==> src/rtl/irq_ctrl_pkg.sv <==
// Shared constants for the interrupt controller: register map, line count and id width.
package irq_ctrl_pkg;

    localparam int N_IRQ_DEF = 6;
    localparam int ID_W      = 3;

    localparam logic [7:0] OFF_PEND  = 8'h00;
    localparam logic [7:0] OFF_MASK  = 8'h04;
    localparam logic [7:0] OFF_EDGE  = 8'h08;
    localparam logic [7:0] OFF_CUR   = 8'h0C;
    localparam logic [7:0] OFF_CLAIM = 8'h10;
    localparam logic [7:0] OFF_EOI   = 8'h14;
    localparam logic [7:0] OFF_ISR   = 8'h18;

endpackage

==> src/rtl/irq_prio_sel.sv <==
// Fixed-priority selector: the lowest-index eligible line wins.
module irq_prio_sel
    import irq_ctrl_pkg::*;
#(
    parameter int N = N_IRQ_DEF
) (
    input  logic [N-1:0]    eligible,
    output logic [ID_W-1:0] id,
    output logic            valid
);

    always_comb begin
        id    = '0;
        valid = 1'b0;
        // Walk from the top so the lowest set index is the last assignment.
        for (int i = N - 1; i >= 0; i--) begin
            if (eligible[i]) begin
                id    = ID_W'(i);
                valid = 1'b1;
            end
        end
    end

endmodule

==> src/rtl/irq_controller.sv <==
// Programmable interrupt controller: latches device requests, applies mask, priority
// and in-service nesting, and drives a registered one-hot HWInt to CP0.
module irq_controller
    import irq_ctrl_pkg::*;
#(
    parameter int N_IRQ = N_IRQ_DEF
) (
    input  logic             clk,
    input  logic             reset,
    input  logic [7:0]       Addr,
    input  logic             WE,
    input  logic [31:0]      Din,
    output logic [31:0]      Dout,
    input  logic [N_IRQ-1:0] IRQ,
    output logic [5:0]       HWInt
);

    logic [N_IRQ-1:0] pend_q, mask_q, edge_q, isr_q, prev_q;
    logic [5:0]       hwint_q;

    logic             wr_pend, wr_mask, wr_edge, wr_claim, wr_eoi;
    logic [N_IRQ-1:0] claim_oh, eoi_oh, mode_chg, rise, pend_clr, pend_d, eligible;
    logic [ID_W-1:0]  sel_id;
    logic             sel_valid;
    logic             unused_bits;

    assign unused_bits = ^{Addr[1:0], Din};

    assign wr_pend  = WE && (Addr[7:2] == OFF_PEND[7:2]);
    assign wr_mask  = WE && (Addr[7:2] == OFF_MASK[7:2]);
    assign wr_edge  = WE && (Addr[7:2] == OFF_EDGE[7:2]);
    assign wr_claim = WE && (Addr[7:2] == OFF_CLAIM[7:2]);
    assign wr_eoi   = WE && (Addr[7:2] == OFF_EOI[7:2]);

    // Ids at or above N_IRQ match no line and therefore do nothing.
    always_comb begin
        claim_oh = '0;
        eoi_oh   = '0;
        for (int i = 0; i < N_IRQ; i++) begin
            claim_oh[i] = wr_claim && (Din[ID_W-1:0] == ID_W'(i));
            eoi_oh[i]   = wr_eoi   && (Din[ID_W-1:0] == ID_W'(i));
        end
    end

    assign mode_chg = wr_edge ? (edge_q ^ Din[N_IRQ-1:0]) : '0;
    assign rise     = IRQ & ~prev_q;
    assign pend_clr = (wr_pend ? Din[N_IRQ-1:0] : '0) | claim_oh;

    // Mode change clears outright; on edge lines a new rise beats W1C/CLAIM.
    always_comb begin
        pend_d = '0;
        for (int i = 0; i < N_IRQ; i++) begin
            if (mode_chg[i])
                pend_d[i] = 1'b0;
            else if (!edge_q[i])
                pend_d[i] = IRQ[i];
            else
                pend_d[i] = rise[i] | (pend_q[i] & ~pend_clr[i]);
        end
    end

    // A line is blocked by its own or any higher-priority in-service bit.
    always_comb begin
        eligible = '0;
        for (int i = 0; i < N_IRQ; i++) begin
            eligible[i] = pend_q[i] & mask_q[i];
            for (int j = 0; j <= i; j++) begin
                if (isr_q[j])
                    eligible[i] = 1'b0;
            end
        end
    end

    irq_prio_sel #(.N(N_IRQ)) u_prio_sel (
        .eligible (eligible),
        .id       (sel_id),
        .valid    (sel_valid)
    );

    always_comb begin
        Dout = '0;
        case (Addr[7:2])
            OFF_PEND[7:2]: Dout = 32'(pend_q);
            OFF_MASK[7:2]: Dout = 32'(mask_q);
            OFF_EDGE[7:2]: Dout = 32'(edge_q);
            OFF_CUR[7:2]:  Dout = {sel_valid, {(31 - ID_W){1'b0}}, sel_id};
            OFF_ISR[7:2]:  Dout = 32'(isr_q);
            default:       Dout = '0;
        endcase
    end

    // prev_q tracks IRQ through reset so a line held high across reset does not pend.
    always_ff @(posedge clk) begin
        prev_q <= IRQ;
        if (reset) begin
            pend_q  <= '0;
            mask_q  <= '0;
            edge_q  <= '0;
            isr_q   <= '0;
            hwint_q <= '0;
        end else begin
            pend_q <= pend_d;
            if (wr_mask)
                mask_q <= Din[N_IRQ-1:0];
            if (wr_edge)
                edge_q <= Din[N_IRQ-1:0];
            isr_q   <= (isr_q | claim_oh) & ~eoi_oh;
            hwint_q <= sel_valid ? (6'd1 << sel_id) : 6'd0;
        end
    end

    assign HWInt = hwint_q;

endmodule

==> config.mk <==
export PLATFORM = sky130hd
export DESIGN_NAME = irq_controller
export DESIGN_NICKNAME = d
export VERILOG_FILES = /design/src/rtl/irq_ctrl_pkg.sv /design/src/rtl/irq_prio_sel.sv /design/src/rtl/irq_controller.sv
export SDC_FILE = /design/constraint.sdc
export NUM_CORES = 1
export LEC_CHECK = 0
export CAP_MARGIN = 5
export CORE_ASPECT_RATIO = 1.4
export CORE_UTILIZATION = 43
export DETAILED_ROUTE_END_ITERATION = 10
export MAX_ROUTING_LAYER = met4
export PLACE_DENSITY_LB_ADDON = 0.08
export SLEW_MARGIN = 20
export SYNTH_ARGS = -nofsm -noshare
export SYNTH_HDL_FRONTEND = slang
export SYNTH_SLANG_ARGS = --single-unit
==> constraint.sdc <==
create_clock -name clk -period 2.3 [get_ports clk]
set_input_delay 0.345 -clock clk [delete_from_list [all_inputs] [get_ports clk]]
set_output_delay 0.345 -clock clk [all_outputs]
set_load 0.02 [all_outputs]
# After elaboration in Yosys (flattened, before gate mapping)

Cells that the tools add are included.

Bits in registers: 36
Logic and storage cells: 123
Output and inout port bits: 38
Input port bits: 49

Mux-type cells: 42
Reductions and logical operators: 26
Equality and inequality tests: 11
Shift-type cells: 1
Bitwise logic cells: 32

Operators with widths:

| cell                                                 | count |
|---|---|
| one-hot mux 32 bit (5 select lines)                  | 1 |
| two-way mux 1 bit                                    | 33 |
| equality test 6 x 3 -> 1 bit (second input constant) | 3 |
| two-way mux 3 bit                                    | 6 |
| logical AND 1 bit                                    | 17 |
| OR reduction 2 bit                                   | 7 |
| AND 1 bit                                            | 12 |
| AND 6 bit                                            | 2 |
| equality test 6 x 2 -> 1 bit (second input constant) | 2 |
| two-way mux 6 bit                                    | 2 |
| inverter 6 bit                                       | 2 |
| OR 6 bit                                             | 2 |
| inverter 1 bit                                       | 7 |
| equality test 3 x 2 -> 1 bit (second input constant) | 2 |
| equality test 3 bit (second input constant)          | 2 |
| equality test 6 x 1 -> 1 bit (second input constant) | 1 |
| logical NOT 6 bit                                    | 1 |
| OR 1 bit                                             | 6 |
| << shifter 1 x 3 -> 6 bit (first input constant)     | 1 |
| bitwise XOR 6 bit                                    | 1 |
| equality test 3 x 1 -> 1 bit (second input constant) | 1 |
| logical NOT 3 bit                                    | 1 |

# Depth between registers and ports, before layout

Gate-level depths: netlist of run 1.

Depth after elaboration: 15
Depth in mapped cells: 5
Depth with buffers taken out: 4

# Cells and area by module

Synthesis of run 1 repeated with hierarchy kept, for this count alone.

Cells, all modules: 231
Area total of the unflattened synthesis: 2,099.5 um2

By module, submodules not included:

| module         | cells each | sequential area each (um2) | area each (um2) | instances |
|---|---|---|---|---|
| irq_controller | 221        | 720.7                      | 2,042.0         | 1 |
| irq_prio_sel   | 10         | 0.0                        | 57.6            | 1 |

# Worst setup path after synthesis of run 1

Ideal clock, no wire load.

Kind: register to output
From: register isr_q[2]
To: output port Dout[2]
Slack: 0.282 ns
Cell stages (with the launch flop): 5
Arrival time: 1.673 ns
Required time: 1.955 ns
Cells stage by stage: dfxtp_1 > or3_1 > nor4bb_1 > a41oi_1 > o21ai_0

Longest elaborated chain between the ends: 11
Elaborated cells on any way between the ends: 17
Those cells by class: 17 x mux

RTL lines:

| what                                    | RTL line              | text |
|---|---|---|
| start, declared                         | irq_controller.sv:18  | `logic [N_IRQ-1:0] pend_q, mask_q, edge_q, isr_q, prev_q;` |
| start signal, assigned                  | irq_controller.sv:107 | `isr_q <= (isr_q \| claim_oh) & ~eoi_oh;` |
| two-way mux 1 bit (4 in series)         | irq_controller.sv:68  | `if (isr_q[j])` |
| two-way mux 3 bit (6 in series)         | irq_prio_sel.sv:17    | `if (eligible[i]) begin` |
| one-hot mux 32 bit (5 select lines) (*) | irq_controller.sv:82  | `case (Addr[7:2])` |
| end, declared                           | irq_controller.sv:13  | `output logic [31:0] Dout,` |

Every way passes the cells marked *; elsewhere a longest branch is shown, timed or not.

# Worst setup path after layout of run 1

From: input port Addr[4]
To: output port Dout[2]

Longest elaborated chain between the ends: 2
Elaborated cells on any way between the ends: 6
Those cells by class: 4 x eq/ne; 1 x mux; 1 x reduce/logical

RTL lines:

| what                                                 | RTL line             | text |
|---|---|---|
| start, declared                                      | irq_controller.sv:10 | `input logic [7:0] Addr,` |
| equality test 6 x 3 -> 1 bit (tied with other cells) | irq_controller.sv:82 |  |
| one-hot mux 32 bit (5 select lines) (*)              | irq_controller.sv:82 |  |

Marks and branches as above.

==> impl_metrics.toml, run 1 <==
[synth]
synth-main-ff-cell = "dfxtp_1"
synthXorXnorAreaFrac = 0.0254
synth_top_area_share = 0.348
synth-edff-count = 0
synth_top_area_cell = "dfxtp_1"
netlist-cell-type-count = 47
synth_simple_gate_area_frac = 0.261
ys.warnings.count = 0
synth_compound_area_frac = 0.169
ys_top_cells_by_area = "dfxtp_1, buf_4, nand2_1"
syn-instance-count = 243
synthArstFlopShare = 0
synthesis.area_um2 = 2070
synthMuxAreaShare = 0.0586
synth_top_family_by_area = "simple AND/OR/NAND/NOR gates"
yosys.area_share.adder = 0
seq_area_frac_synth = 0.348
ys_seq_elements = 36
syn_area_per_cell_um2 = 8.52

[floorplanning]
initial_utilization = 0.453
num_io_pins = 87
die_area_um2 = 5100
die_width_um = 60.6
rows = 29
die_y_um = 84.1
core_um2 = 4570

[drt]
dr.first_iter.drc_count = 105
totalWireLength_mm = 5.29
firstDrtPassIters = 4
ant_nets = 0
drc = 0
routedWlPerCell_um = 14.3
vias = 1899
vias_per_cell = 5.13

[cells_and_area]
stdcell_count = 370
area_growth_pct = 32.6
drive_above_1_share = 0.208
final_cell_mix = "dfxtp_1, nand2_1, buf_4, conb_1, clkdlybuf4s50_1"
diodes = 0
nNetsFinal = 356

[clocking]
cts_buffer_depth = 2
cts_root_buf = "clkbuf_8"
ctsHoldBuffers = 0
cts_buffers = 5
clk_pin_slew_ps = 70
cts.htree.levels = 2
cts_tree = "done"
cts.sinks = 36
clkLatencyLatePin_ps = 290

[placement]
dp_cells = 359
portBuffers = 33
gp_congestion = 0.858
post-place-ws_ps = -471
hpwlAfterDp_mm = 3.98

[sta]
slew_violations = 0
layout_setup_ws_ps = 101
clock_skew_ps = 6.22
fmax_mhz = 455
rsz0062_at_grt = "no"
setup_violations = 0
hold_viol_final = 0
final.period_utilization = 0.956
period_minus_slack_ps = 2200

[setup_path]
path_class = "in2out"
critPathLaunchType = "input pin"
critPathCaptureType = "primary output"
arrival_ps = 1850
worstPathRequired_ps = 1960
critPathMaxFanout = 4

[power_and_ir_drop]
powerDensity_nw_per_um2 = 525
ir_worst_vdd_mv = 0.463
leakage_uw = 0.00116

[global_routing]
grt_pass1_vias = 1775
grt-ovfl-total = 0
grt_pass1_wl_mm = 8.49
antenna_found_initial = 0
grt_usage = 0.228
grt_max_degree = 29

[run_status]
status = "finished, final reports clean"

[job]
max_cap_viol_count = 0

[worst_hold_path]
min_path_type = "reg2reg"
[final timing paths]
kind	slack (ps)	depth (start not counted)	end	start
setup / recovery	100	8	Dout[2]	Addr[4]
hold / removal	490	2	isr_q[5]	isr_q[5]
setup reg to reg	680	5	HWInt[4]	isr_q[2]
hold reg to reg	490	2	isr_q[5]	isr_q[5]
[cell type report]
cell class | count | area [um2]
Fill cell | 442 | 1830
Clock inverter | 1 | 30.0
Sequential cell | 36 | 721
Clock buffer | 7 | 96.3
Tap cell | 62 | 77.6
Inverter | 2 | 7.51
Timing Repair Buffer | 68 | 608
Multi-Input combinational cell | 194 | 1200
[flip-flops by register name, summed over array words and instances (netlist names)]
signal / cells
isr_q: 6
pend_q: 6
prev_q: 6
HWInt: 6
edge_q: 6
mask_q: 6
[power breakdown]
part	internal (uW)	leakage (uW)	switching, uW
logic	78.3	0.000803	106
clock network	383	0.0000645	231
registers	635	0.000294	8.77
[synthesized netlist by cell type, types with 3 or more instances]
| library cell | n |
|---|---|
| a211oi_1 | 3 |
| a21o_1 | 3 |
| a21oi_1 | 17 |
| a221o_1 | 6 |
| a221oi_1 | 4 |
| a32oi_1 | 3 |
| and2_1 | 4 |
| and3_1 | 7 |
| buf_4 | 25 |
| clkbuf_1 | 3 |
| clkbuf_8 | 4 |
| dfxtp_1 | 36 |
| mux2i_1 | 11 |
| nand2_1 | 36 |
| nand3b_1 | 4 |
| nor2_1 | 20 |
| nor2b_1 | 5 |
| nor3_1 | 3 |
| o21ai_0 | 7 |
| or3_1 | 3 |
| xnor2_1 | 3 |
| xor2_1 | 3 |
[stage by stage]
stage	utilization	area (um2)	total power, uW	TNS (ps)	hold slack [ps]
floorplan	-	2160	787	0	373
global placement	0.559	2560	833	-2800	479
detailed placement	0.559	2560	835	-2860	482
CTS	0.591	2700	1450	0	492
global route	0.600	2750	1490	0	516
finish	0.600	2750	1440	0	489
[worst max-delay path, cell delays in order]
cell,delay (ps)
clkdlybuf4s50_1,490
buf_4,130
nor4_2,40
buf_4,130
and2_4,170
a221oi_1,280
o21ai_1,100
buf_2,170
[routing by layer]
metal / wire length, um / global-route usage / vias up
met4: 99 / 0.0868 / 0
met3: 207 / 0.0403 / 11
met5: 0 / - / -
li1: - / - / 953
met2: 2590 / 0.363 / 61
met1: 2390 / 0.281 / 874
[kinds of logic after synthesis]
logic type	Yosys count
flops	36
buf+inv	37
xor+xnor	6
other cells	1
compound gates	51
mux	12
simple gates	100
[repair_timing]
action,CTS,global route
pin swaps,1,4
endpoints found under the setup margin,7,4
resized for setup,39,14
buffers inserted,2,1
Power figures use the tool's default switching activity.
==> run 2, diff against run 1 <==
Settings changed: CELL_PAD_IN_SITES_DETAIL_PLACEMENT set to 1, CELL_PAD_IN_SITES_GLOBAL_PLACEMENT set to 2, CORE_UTILIZATION 43 to 24.
==> impl_metrics.toml, run 2 (synthesis results as in run 1) <==
[cells_and_area]
nNetsFinal = 363
area_growth_pct = 37.8
drive_above_1_share = 0.222
final_cell_mix = "buf_4, dfxtp_1, nand2_1, clkdlybuf4s50_1, conb_1"
final_common_cell = "buf_4"
diodes = 0

[worst_hold_path]
hold_path_depth = 3
min_from = "prev_q[1]"
min_to = "pend_q[1]"
min_path_type = "reg2reg"

[setup_path]
arrival_ps = 1920
reg2reg_from = "isr_q[2]"
cp_slowest_cell = "or3_1"
worstPathRequired_ps = 1960
critPathCaptureType = "primary output"
critPathLaunchType = "flip-flop"
regToRegSetupSlack_ps = 560
path_class = "reg2out"
critPathMaxFanout = 3
reg2reg_to = "HWInt[4]"
reg2reg_depth = 6
max_stage_delay_ps = 430
worstPathCellList = "or3_1 > nor4bb_2 > a41oi_1 > o21ai_0 > buf_2"

[power_and_ir_drop]
ir_worst_vdd_mv = 0.351
leakage_uw = 0.00118
powerDensity_nw_per_um2 = 531

[sta]
holdWs_ps = 511
clock_skew_ps = 6.24
fmax_mhz = 441
final.period_utilization = 0.985
period_minus_slack_ps = 2270
setup_violations = 0
slew_violations = 0
tns_ps = 0
hold_viol_final = 0

[placement]
portBuffers = 33
gp_congestion = 0.794
hpwlAfterDp_mm = 5.40

[drt]
vias = 1981
dr.first_iter.drc_count = 104
firstDrtPassIters = 4
vias_per_cell = 4.75
ant_nets = 0
totalWireLength_mm = 7.03
drc = 0
routedWlPerCell_um = 16.9

[clocking]
cts_tree = "done"
clkLatencyLatePin_ps = 280
cts.htree.levels = 2
cts_root_buf = "clkbuf_16"
clk_pin_slew_ps = 60
cts_buffer_depth = 2
cts_buffers = 5
cts.sinks = 36

[global_routing]
grt-ovfl-total = 0
grt_pass1_wl_mm = 11.2
grt_usage = 0.172
grt_max_degree = 22
grt_pass1_vias = 2045
antenna_found_initial = 0

[job]
max_cap_viol_count = 0

[floorplanning]
die_width_um = 80.5
initial_utilization = 0.251
die_y_um = 112
die_area_um2 = 9000
rows = 39
core_um2 = 8250
num_io_pins = 87

[run_status]
status = "finished, final reports clean"
-- run 2: cell types whose count changed in the layout (fill, tap and decap cells not counted), moves of 2 or more --
| cell | delta |
|---|---|
| clkbuf_1 | +2 |
| clkbuf_16 | +5 |
| clkdlybuf4s50_1 | +2 |
| buf_4 | +9 |
| clkbuf_8 | -7 |
| o21ai_1 | -2 |
| o21ai_0 | +2 |
| dlymetal6s2s_1 | -2 |
-- run 2: metrics by stage --
stage               cell area [um2]  instances  utilization  setup slack, ps  total power (uW)
floorplan                      2160        267            -              282               787
global placement               2670        407        0.323             -454               847
detailed placement             2670        407        0.323             -440               849
CTS                            2820        415        0.342             2.33              1540
global route                   2850        417        0.346             -109              1570
finish                         2850        417        0.346             33.5              1520
-- run 2: layer usage --
layer / wire, um / vias up / global-route usage
li1: - / 963 / -
met1: 3080 / 952 / 0.202
met2: 3550 / 51 / 0.292
met3: 201 / 15 / 0.0205
met4: 201 / 0 / 0.0679
met5: 0 / - / -
-- run 2: timing repair --
| item | in CTS | in global routing |
|---|---|---|
| gates resized for setup | 37 | 12 |
| pin swaps | 0 | 2 |
| endpoints found under the setup margin | 7 | 7 |
| setup buffers | 0 | 2 |
| hold buffers | 0 | 0 |
-- run 2: critical path, delay by kind of cell, from the launching register on --
family,cells,cell delay (ps)
flops,1,300
compound gates,2,380
buf+inv,1,190
simple gates,2,770
-- run 2: cell type report --
| cell class | instances | area, um2 |
|---|---|---|
| timing repair buffer | 75 | 654 |
| fill | 994 | 5400 |
| sequential | 36 | 721 |
| clock buffer | 7 | 133 |
| clock inverter | 1 | 8.76 |
| inverter | 2 | 7.51 |
| multi-input combinational | 194 | 1200 |
| tap | 102 | 128 |
-- run 2: worst max-delay path by stage --
| stage | startpoint | to | slack [ps] |
|---|---|---|---|
| after global routing | isr_q[2] | Dout[2] | -110 |
| after detailed placement | Addr[7] | Dout[5] | -440 |
| after floorplan | isr_q[2] | Dout[2] | 280 |
| after CTS | Addr[7] | Dout[4] | 2 |
| final | isr_q[2] | Dout[2] | 30 |
| after global placement | Addr[7] | Dout[5] | -450 |
-- run 2: report_power, final --
part | internal [uW] | total, uW | leakage [uW] | switching, uW
sequential | 636 | 644 | 0.000294 | 8.43
combinational | 80.2 | 194 | 0.000817 | 114
clock | 405 | 677 | 0.0000681 | 272
